==> config.mk <==
export PLATFORM = sky130hd
export DESIGN_NAME = vga_sync_monitor_flat
export DESIGN_NICKNAME = d
export VERILOG_FILES = /design/src/rtl/vga_sync_monitor_if.sv /design/src/rtl/vga_sync_monitor.sv /design/src/flat_wrapper.sv
export SDC_FILE = /design/constraint.sdc
export NUM_CORES = 1
export LEC_CHECK = 0
export CORE_MARGIN = 10
export CORE_UTILIZATION = 50
export CTS_CLUSTER_DIAMETER = 40
export DETAILED_ROUTE_END_ITERATION = 16
export PLACE_DENSITY = 0.69
export SLEW_MARGIN = 10
export SYNTH_ARGS = -nofsm -noshare
export SYNTH_HDL_FRONTEND = slang
export SYNTH_SLANG_ARGS = --single-unit
==> constraint.sdc <==
create_clock -name CLOCK_50 -period 9 [get_ports CLOCK_50]
set_clock_uncertainty 0.2 [all_clocks]
set_input_delay 2.7 -clock CLOCK_50 [delete_from_list [all_inputs] [get_ports CLOCK_50]]
set_output_delay 2.7 -clock CLOCK_50 [all_outputs]
set_load 0.02 [all_outputs]
==> src/rtl/vga_sync_monitor_if.sv <==
// vga_sync_monitor_if: VGA sync inputs and measurement/status results of the sync monitor
interface vga_sync_monitor_if;
   logic        i_hs;
   logic        i_vs;
   logic        i_blank_n;
   logic [11:0] o_line_ticks;
   logic [11:0] o_hs_ticks;
   logic [9:0]  o_lines;
   logic [3:0]  o_vs_lines;
   logic [9:0]  o_active_lines;
   logic [15:0] o_frame_cnt;
   logic        o_meas_valid;
   logic        o_locked;
   logic        o_err;
   logic        o_err_sticky;

   modport master (
      output i_hs, i_vs, i_blank_n,
      input  o_line_ticks, o_hs_ticks, o_lines, o_vs_lines, o_active_lines,
      input  o_frame_cnt, o_meas_valid, o_locked, o_err, o_err_sticky
   );

   modport slave (
      input  i_hs, i_vs, i_blank_n,
      output o_line_ticks, o_hs_ticks, o_lines, o_vs_lines, o_active_lines,
      output o_frame_cnt, o_meas_valid, o_locked, o_err, o_err_sticky
   );
endinterface

==> src/rtl/vga_sync_monitor.sv <==
// vga_sync_monitor: measures VGA sync timing against the expected mode and reports lock/error status
module vga_sync_monitor #(
   parameter int EXP_LINE_TICKS = 1600,
   parameter int EXP_HS_TICKS   = 192,
   parameter int EXP_LINES      = 525,
   parameter int EXP_VS_LINES   = 2,
   parameter int TOL            = 4,
   parameter int LOCK_FRAMES    = 2
) (
   input logic               CLOCK_50,
   input logic               RST_N,
   vga_sync_monitor_if.slave bus
);
   localparam logic [11:0] LINE_LO  = 12'(EXP_LINE_TICKS - TOL);
   localparam logic [11:0] LINE_HI  = 12'(EXP_LINE_TICKS + TOL);
   localparam logic [11:0] HS_LO    = 12'(EXP_HS_TICKS - TOL);
   localparam logic [11:0] HS_HI    = 12'(EXP_HS_TICKS + TOL);
   localparam logic [9:0]  LINES    = 10'(EXP_LINES);
   localparam logic [3:0]  VS_LINES = 4'(EXP_VS_LINES);
   localparam logic [7:0]  LOCK_N   = 8'(LOCK_FRAMES);

   typedef enum logic [1:0] {SEARCH, MEASURE, LOCKED} state_t;

   state_t      state;
   logic [1:0]  hs_sync, vs_sync, bl_sync;
   logic        hs_lvl, vs_lvl, bl_lvl;
   logic        hs_fall, hs_rise, vs_fall;
   logic [11:0] tick_cnt;
   logic [9:0]  line_cnt, act_cnt, line_nx, act_nx;
   logic [3:0]  vs_line_cnt, vs_nx;
   logic [7:0]  good_cnt;
   logic        seen_active, armed, frame_bad;
   logic        timeout, line_bad, width_bad, bad_nx, frame_end, frame_ok;

   // two-flop synchronizers followed by level registers and edge strobes aligned to those levels
   always_ff @(posedge CLOCK_50 or negedge RST_N)
      if (!RST_N) begin
         hs_sync <= 2'b11;
         vs_sync <= 2'b11;
         bl_sync <= 2'b11;
         hs_lvl  <= 1'b1;
         vs_lvl  <= 1'b1;
         bl_lvl  <= 1'b1;
         hs_fall <= 1'b0;
         hs_rise <= 1'b0;
         vs_fall <= 1'b0;
      end else begin
         hs_sync <= {hs_sync[0], bus.i_hs};
         vs_sync <= {vs_sync[0], bus.i_vs};
         bl_sync <= {bl_sync[0], bus.i_blank_n};
         hs_lvl  <= hs_sync[1];
         vs_lvl  <= vs_sync[1];
         bl_lvl  <= bl_sync[1];
         hs_fall <= hs_lvl & ~hs_sync[1];
         hs_rise <= ~hs_lvl & hs_sync[1];
         vs_fall <= vs_lvl & ~vs_sync[1];
      end

   // next-value view of the frame counters so a line ending on the VS edge lands in the ending frame
   always_comb begin
      timeout   = tick_cnt == 12'd4094 && !hs_fall;
      line_bad  = hs_fall && armed && (tick_cnt < LINE_LO || tick_cnt > LINE_HI);
      width_bad = hs_rise && state != SEARCH && (tick_cnt < HS_LO || tick_cnt > HS_HI);
      line_nx   = line_cnt + 10'(hs_fall && line_cnt != 10'h3ff);
      vs_nx     = vs_line_cnt + 4'(hs_fall && !vs_lvl && vs_line_cnt != 4'hf);
      act_nx    = act_cnt + 10'(hs_fall && seen_active && act_cnt != 10'h3ff);
      bad_nx    = frame_bad | line_bad | width_bad;
      frame_end = vs_fall && state != SEARCH && !timeout;
      frame_ok  = !bad_nx && line_nx == LINES && vs_nx == VS_LINES;
   end

   // tick timing, per-line measurements and per-frame accumulators (held clear while searching)
   always_ff @(posedge CLOCK_50 or negedge RST_N)
      if (!RST_N) begin
         tick_cnt         <= '0;
         seen_active      <= 1'b0;
         armed            <= 1'b0;
         line_cnt         <= '0;
         vs_line_cnt      <= '0;
         act_cnt          <= '0;
         frame_bad        <= 1'b0;
         bus.o_line_ticks <= '0;
         bus.o_hs_ticks   <= '0;
      end else begin
         tick_cnt    <= hs_fall ? 12'd1 : tick_cnt + 12'(tick_cnt != 12'hfff);
         seen_active <= hs_fall ? bl_lvl : seen_active | bl_lvl;
         armed       <= state != SEARCH && (armed || hs_fall);
         if (hs_fall) bus.o_line_ticks <= tick_cnt;
         if (hs_rise) bus.o_hs_ticks <= tick_cnt;
         if (state == SEARCH || frame_end) begin
            line_cnt    <= '0;
            vs_line_cnt <= '0;
            act_cnt     <= '0;
            frame_bad   <= 1'b0;
         end else begin
            line_cnt    <= line_nx;
            vs_line_cnt <= vs_nx;
            act_cnt     <= act_nx;
            frame_bad   <= bad_nx;
         end
      end

   // frame evaluation, lock state machine and status pulses; a lost HS overrides everything
   always_ff @(posedge CLOCK_50 or negedge RST_N)
      if (!RST_N) begin
         state              <= SEARCH;
         good_cnt           <= '0;
         bus.o_lines        <= '0;
         bus.o_vs_lines     <= '0;
         bus.o_active_lines <= '0;
         bus.o_frame_cnt    <= '0;
         bus.o_meas_valid   <= 1'b0;
         bus.o_locked       <= 1'b0;
         bus.o_err          <= 1'b0;
         bus.o_err_sticky   <= 1'b0;
      end else begin
         bus.o_meas_valid <= frame_end;
         bus.o_err        <= timeout || (frame_end && !frame_ok);
         bus.o_err_sticky <= bus.o_err_sticky | bus.o_err;
         if (frame_end) begin
            bus.o_lines        <= line_nx;
            bus.o_vs_lines     <= vs_nx;
            bus.o_active_lines <= act_nx;
            bus.o_frame_cnt    <= bus.o_frame_cnt + 16'd1;
         end
         if (timeout) begin
            state        <= SEARCH;
            good_cnt     <= '0;
            bus.o_locked <= 1'b0;
         end else if (vs_fall && state == SEARCH) begin
            state <= MEASURE;
         end else if (frame_end && !frame_ok) begin
            state        <= MEASURE;
            good_cnt     <= '0;
            bus.o_locked <= 1'b0;
         end else if (frame_end && state == MEASURE) begin
            good_cnt <= good_cnt + 8'd1;
            if (good_cnt + 8'd1 >= LOCK_N) begin
               state        <= LOCKED;
               bus.o_locked <= 1'b1;
            end
         end
      end
endmodule

==> src/flat_wrapper.sv <==
// flat-port wrapper written by rule: the top's interface ports become plain ports
module vga_sync_monitor_flat 
#(
   parameter int EXP_LINE_TICKS = 1600,
   parameter int EXP_HS_TICKS   = 192,
   parameter int EXP_LINES      = 525,
   parameter int EXP_VS_LINES   = 2,
   parameter int TOL            = 4,
   parameter int LOCK_FRAMES    = 2
)
  (CLOCK_50, RST_N, bus_i_hs, bus_i_vs, bus_i_blank_n, bus_o_line_ticks, bus_o_hs_ticks, bus_o_lines, bus_o_vs_lines, bus_o_active_lines, bus_o_frame_cnt, bus_o_meas_valid, bus_o_locked, bus_o_err, bus_o_err_sticky);
  vga_sync_monitor_if bus_i ();
  input logic CLOCK_50;
  input logic RST_N;
  input wire logic [$bits(bus_i.i_hs)-1:0] bus_i_hs;
  input wire logic [$bits(bus_i.i_vs)-1:0] bus_i_vs;
  input wire logic [$bits(bus_i.i_blank_n)-1:0] bus_i_blank_n;
  output wire logic [$bits(bus_i.o_line_ticks)-1:0] bus_o_line_ticks;
  output wire logic [$bits(bus_i.o_hs_ticks)-1:0] bus_o_hs_ticks;
  output wire logic [$bits(bus_i.o_lines)-1:0] bus_o_lines;
  output wire logic [$bits(bus_i.o_vs_lines)-1:0] bus_o_vs_lines;
  output wire logic [$bits(bus_i.o_active_lines)-1:0] bus_o_active_lines;
  output wire logic [$bits(bus_i.o_frame_cnt)-1:0] bus_o_frame_cnt;
  output wire logic [$bits(bus_i.o_meas_valid)-1:0] bus_o_meas_valid;
  output wire logic [$bits(bus_i.o_locked)-1:0] bus_o_locked;
  output wire logic [$bits(bus_i.o_err)-1:0] bus_o_err;
  output wire logic [$bits(bus_i.o_err_sticky)-1:0] bus_o_err_sticky;
  assign bus_i.i_hs = bus_i_hs;
  assign bus_i.i_vs = bus_i_vs;
  assign bus_i.i_blank_n = bus_i_blank_n;
  assign bus_o_line_ticks = bus_i.o_line_ticks;
  assign bus_o_hs_ticks = bus_i.o_hs_ticks;
  assign bus_o_lines = bus_i.o_lines;
  assign bus_o_vs_lines = bus_i.o_vs_lines;
  assign bus_o_active_lines = bus_i.o_active_lines;
  assign bus_o_frame_cnt = bus_i.o_frame_cnt;
  assign bus_o_meas_valid = bus_i.o_meas_valid;
  assign bus_o_locked = bus_i.o_locked;
  assign bus_o_err = bus_i.o_err;
  assign bus_o_err_sticky = bus_i.o_err_sticky;
  vga_sync_monitor #(.EXP_LINE_TICKS(EXP_LINE_TICKS), .EXP_HS_TICKS(EXP_HS_TICKS), .EXP_LINES(EXP_LINES), .EXP_VS_LINES(EXP_VS_LINES), .TOL(TOL), .LOCK_FRAMES(LOCK_FRAMES)) u_core (.CLOCK_50(CLOCK_50), .RST_N(RST_N), .bus(bus_i));
endmodule
* After elaboration in Yosys (flattened, before gate mapping)
Index checks and enable logic that the tools add are counted.
Storage, ports and cells: output and inout bits 68, bits in read-only memories 0, bits in registers 129, latch bits 0, bits of input ports 5, word-level logic and storage cells 115, memory bits (writable) 0, memories kept 0
Cells by class: bitwise logic cells 10, shift operators 0, order comparisons 5, reductions and logical operators 37, div/mod/pow operators 0, add/sub/neg operators 6, $mul 0, equality and inequality tests 9, multiplexer cells 20
Operators by type and width (count):
- $mux W8 | 4
- $add A10 B1 Y10 | 2
- $mux W10 | 2
- $ne A10 B10 Y1 const B | 2
- $logic_and A1 B1 Y1 | 18
- $add A16 B1 Y16 const B | 1
- $add A12 B1 Y12 | 1
- $eq A12 B12 Y1 const B | 1
- $gt A12 B11 Y1 const B | 1
- $gt A12 B8 Y1 const B | 1
- $lt A12 B11 Y1 const B | 1
- $lt A12 B8 Y1 const B | 1
- $mux W12 | 1
- $ne A12 B12 Y1 const B | 1
- $eq A10 B10 Y1 const B | 1
- $mux W2 | 5
- $add A8 B1 Y8 const B | 1
- $ge A8 B2 Y1 const B | 1
- $reduce_bool A4 Y1 | 2
- $mux W1 | 7
- $reduce_bool A3 Y1 | 2
- $logic_not A1 Y1 | 5
- $logic_or A1 B1 Y1 | 5
- $add A4 B1 Y4 | 1
- other kinds (12) | 20

* Depth between registers and ports, before layout
depth in word-level cells 13, mapped depth 12, gate-level depth less buffers 11

* Worst setup path before layout
Ideal clock, no wire load.
path kind register -> output, start point register u_core.bus.o_frame_cnt[4], end point output bus_o_frame_cnt[4], data required time 6.100 ns, slack 5.609 ns, cell stages (with the launch flop) 1, buffers on the path 0, data arrival time 0.491 ns, cells stage by stage dfrtp_1
RTL lines:
- from (decl) | line vga_sync_monitor_if.sv:26 | output o_frame_cnt, o_meas_valid, o_locked, o_err, o_err_sticky
- from (signal assigned) | line vga_sync_monitor.sv:124 | bus.o_frame_cnt <= bus.o_frame_cnt + 16'd1;
- to (decl) | line flat_wrapper.sv:23 | output wire logic [$bits(bus_i.o_frame_cnt)-1:0] bus_o_frame_cnt;
No word-level cell between the ends.

* Worst setup path in the final report
start point register u_core.bus.o_frame_cnt[10], end point output bus_o_frame_cnt[10]
No word-level cell between the ends.

==> metrics.txt <==
placeable core region about 0.011 mm^2; maximum clock insertion buffer count 2; CTS tree built; n_diodes 0; worst rel slew slack 39.7%; delay-heaviest family, CP buffers and inverters; dpl hpwl ~8000 um; sequential cell area ~0.0032 mm^2; final non-filler cell total approximately 740; starting density of the core roughly half; Crit path largest cell delay 0.65 ns; Avg WL per Cell roughly 16 um; Yosys reg bits between 100 and 150; Synth area leader dfrtp_1; dpl cells approximately 700; FF-to-FF End u_core.bus.o_err; FF-to-FF path depth 10; Warnings, synthesis 0; H-tree depth 4; Critical Path RT around 6.1 ns; GPL Wtd Cong 0.810; Nets around 600; slowest CP cell clkdlybuf4s50_1; hold endpoint u_core.bl_sync[1]; register area share after synthesis roughly 57%; # clock sinks between 100 and 150; initial antenna violation count 0; Async SR Flop Fraction 100%; Worst Hold Launch u_core.bl_sync[0]; share of layout cells above drive strength 1 approximately 13%; largest net degree at the start of global routing 67; vias in the first global route a little over 4000; met2 global-route usage between 20% and 30%; GRT Util Overall ~15%; Via density around 5.3; worst hold stages 0; met3 Usage GRT 5.37%; num ports 73; RSZ-0062 raised after global routing false; worst slew pin tran 0.904 ns; Cell Area, Synth roughly 0.0057 mm^2; Post-synth EDFFs 0; drt first-iter violations between 200 and 250; Overflow after GRT 0; dpl ws around 4.6 ns; CTS buffer count 17; GR peak layer met2; multi-input logic area approximately 0.0023 mm^2; # resized after CTS 0; final worst slack 4.62 ns; reg-to-reg startpoint u_core.line_cnt[2]; P_leak 3.14 nW; Reg clk slew, reported paths about 0.05 ns; top-area cell type share of the netlist area between 50 and 60%; Pwr Density around 240 mW/mm^2; DR pass1 iterations 4; Area growth syn-to-layout 24.3%; Worst Setup Start Kind register; Worst Hold Class reg -> reg; fin crit share between 40% and 50%; Post-synth top flop dfrtp_1; DR DRC count 0; Post-Synthesis Cells 507; clk_lat worst skew 0.42 ns; Sum Neg Setup Slack 0 ns; crit path DAT roughly 1.5 ns; Finish-stage setup viols 0; final count of pins violating max slew 0; largest cells by area after synthesis dfrtp_1, mux2_2, nand2_1; Port Buf Inserts 72; Yosys cell types 56; crit end category output port; Max Clock Freq about 230 MHz; Tot Pwr approximately 1.7 mW; run status completed; Hold-fix buffers, CTS 0; FP Rows 38; crit-path max FO 5; vias post-DR between 3000 and 4000; Syn Area/Cell around 11 um^2; Final min period between 4 and 5 ns; Hold Fails Final Rpt 0; Max Cap Viol 0; VDD IR max 0.000186 V; die width approximately 130 um; commonest cells in the netlist dfrtp_1, nand2_1, nor2_1; antenna viol nets, final 0; crit-path cells clkdlybuf4s50_1; Root Driver clkbuf_16; first-pass GRT wire length between 20000 and 25000 um; setup repair bufs after CTS 0; Final Util 64.1%; GR Util met1 roughly a fifth; fill cell count roughly 900; Buffers & Inverters on Critical Path 1; Detailed Route WL 11400 um; Die Y-Extent 126 um; syn_nets about 520; Crit Path Category reg -> out; cell with the most instances after synthesis dfrtp_1; flop-to-flop setup slack ~5.6 ns; die area about 0.016 mm^2
-- power by group --
part           internal, mW  switching [mW]
sequential            0.656          0.0686
clock                 0.427           0.229
combinational         0.149           0.182
-- how the worst max path moves through the flow --
| stage | from | end | slack (ns) | cells past startpoint |
|---|---|---|---|---|
| 4_1_cts | u_core.bus.o_frame_cnt[2] | bus_o_frame_cnt[2] | 4.59 | 1 |
| 5_1_grt | u_core.bus.o_frame_cnt[10] | bus_o_frame_cnt[10] | 4.56 | 1 |
| 2_1_floorplan | u_core.bus.o_frame_cnt[4] | bus_o_frame_cnt[4] | 5.61 | 0 |
| 6_report | u_core.bus.o_frame_cnt[10] | bus_o_frame_cnt[10] | 4.62 | 1 |
| 3_3_place_gp | RST_N | u_core.bus.o_frame_cnt[5] | 4.63 | 2 |
| 3_5_place_dp | RST_N | u_core.bus.o_frame_cnt[4] | 4.61 | 2 |
-- logic make-up after synthesis --
logic type      synth area share (%)
mux                             4.78
compound gates                  5.17
xor+xnor                        7.74
flops                           57.2
fa+ha+maj                       2.65
buf+inv                         2.52
simple gates                    19.9
-- routing by layer --
layer	up-vias	part of all wire (%)	wire length (um)
li1	1880	-	-
met1	1925	45	5090
met2	60	49	5610
met3	14	5.1	585
met4	0	1.1	127
met5	-	0	0
-- state kept, by name (all words and copies together) (netlist names), 2 cells and up --
register                   flops
u_core.line_cnt               10
u_core.bus.o_lines            10
u_core.tick_cnt               12
u_core.bus.o_hs_ticks         12
u_core.bl_sync                 2
u_core.act_cnt                10
u_core.bus.o_frame_cnt        16
u_core.vs_line_cnt             4
u_core.vs_sync                 2
u_core.bus.o_active_lines     10
u_core.bus.o_line_ticks       12
u_core.bus.o_vs_lines          4
u_core.state                   2
u_core.good_cnt                8
u_core.hs_sync                 2
-- through the flow --
step	area, um^2	hold WS [ns]
global placement	6470	0.146
detailed placement	6470	0.148
finish	7040	0.142
floorplan	5660	0.145
CTS	7040	0.156
global route	7040	0.159
-- cell type report --
cell class	instances	share of cell area [%]
clock buffers	26	6.95
clock inverters	6	1.14
inverters	10	0.605
multi-input cells	350	32.4
flip-flops and latches	129	46.0
well taps	140	2.49
repair buffers	74	10.4
-- cells in the final DEF (no fill, tap or decap), types with 3 or more instances in the layout --
cell type	instances
nor2_1	51
clkinv_2	4
nor2b_1	5
and3_1	7
o21ai_0	20
and2_1	12
buf_4	3
nand2_1	69
inv_1	9
mux2_2	24
and4_1	6
nand4_1	10
clkbuf_8	3
clkbuf_16	17
nand3_2	3
xor2_1	26
a21oi_1	8
clkbuf_1	6
dfrtp_1	120
xnor2_1	24
dfstp_2	9
clkdlybuf4s50_1	71
ha_1	12
nand3_1	20
nor3_1	15
No activity file was read; power rests on OpenSTA's default activity.
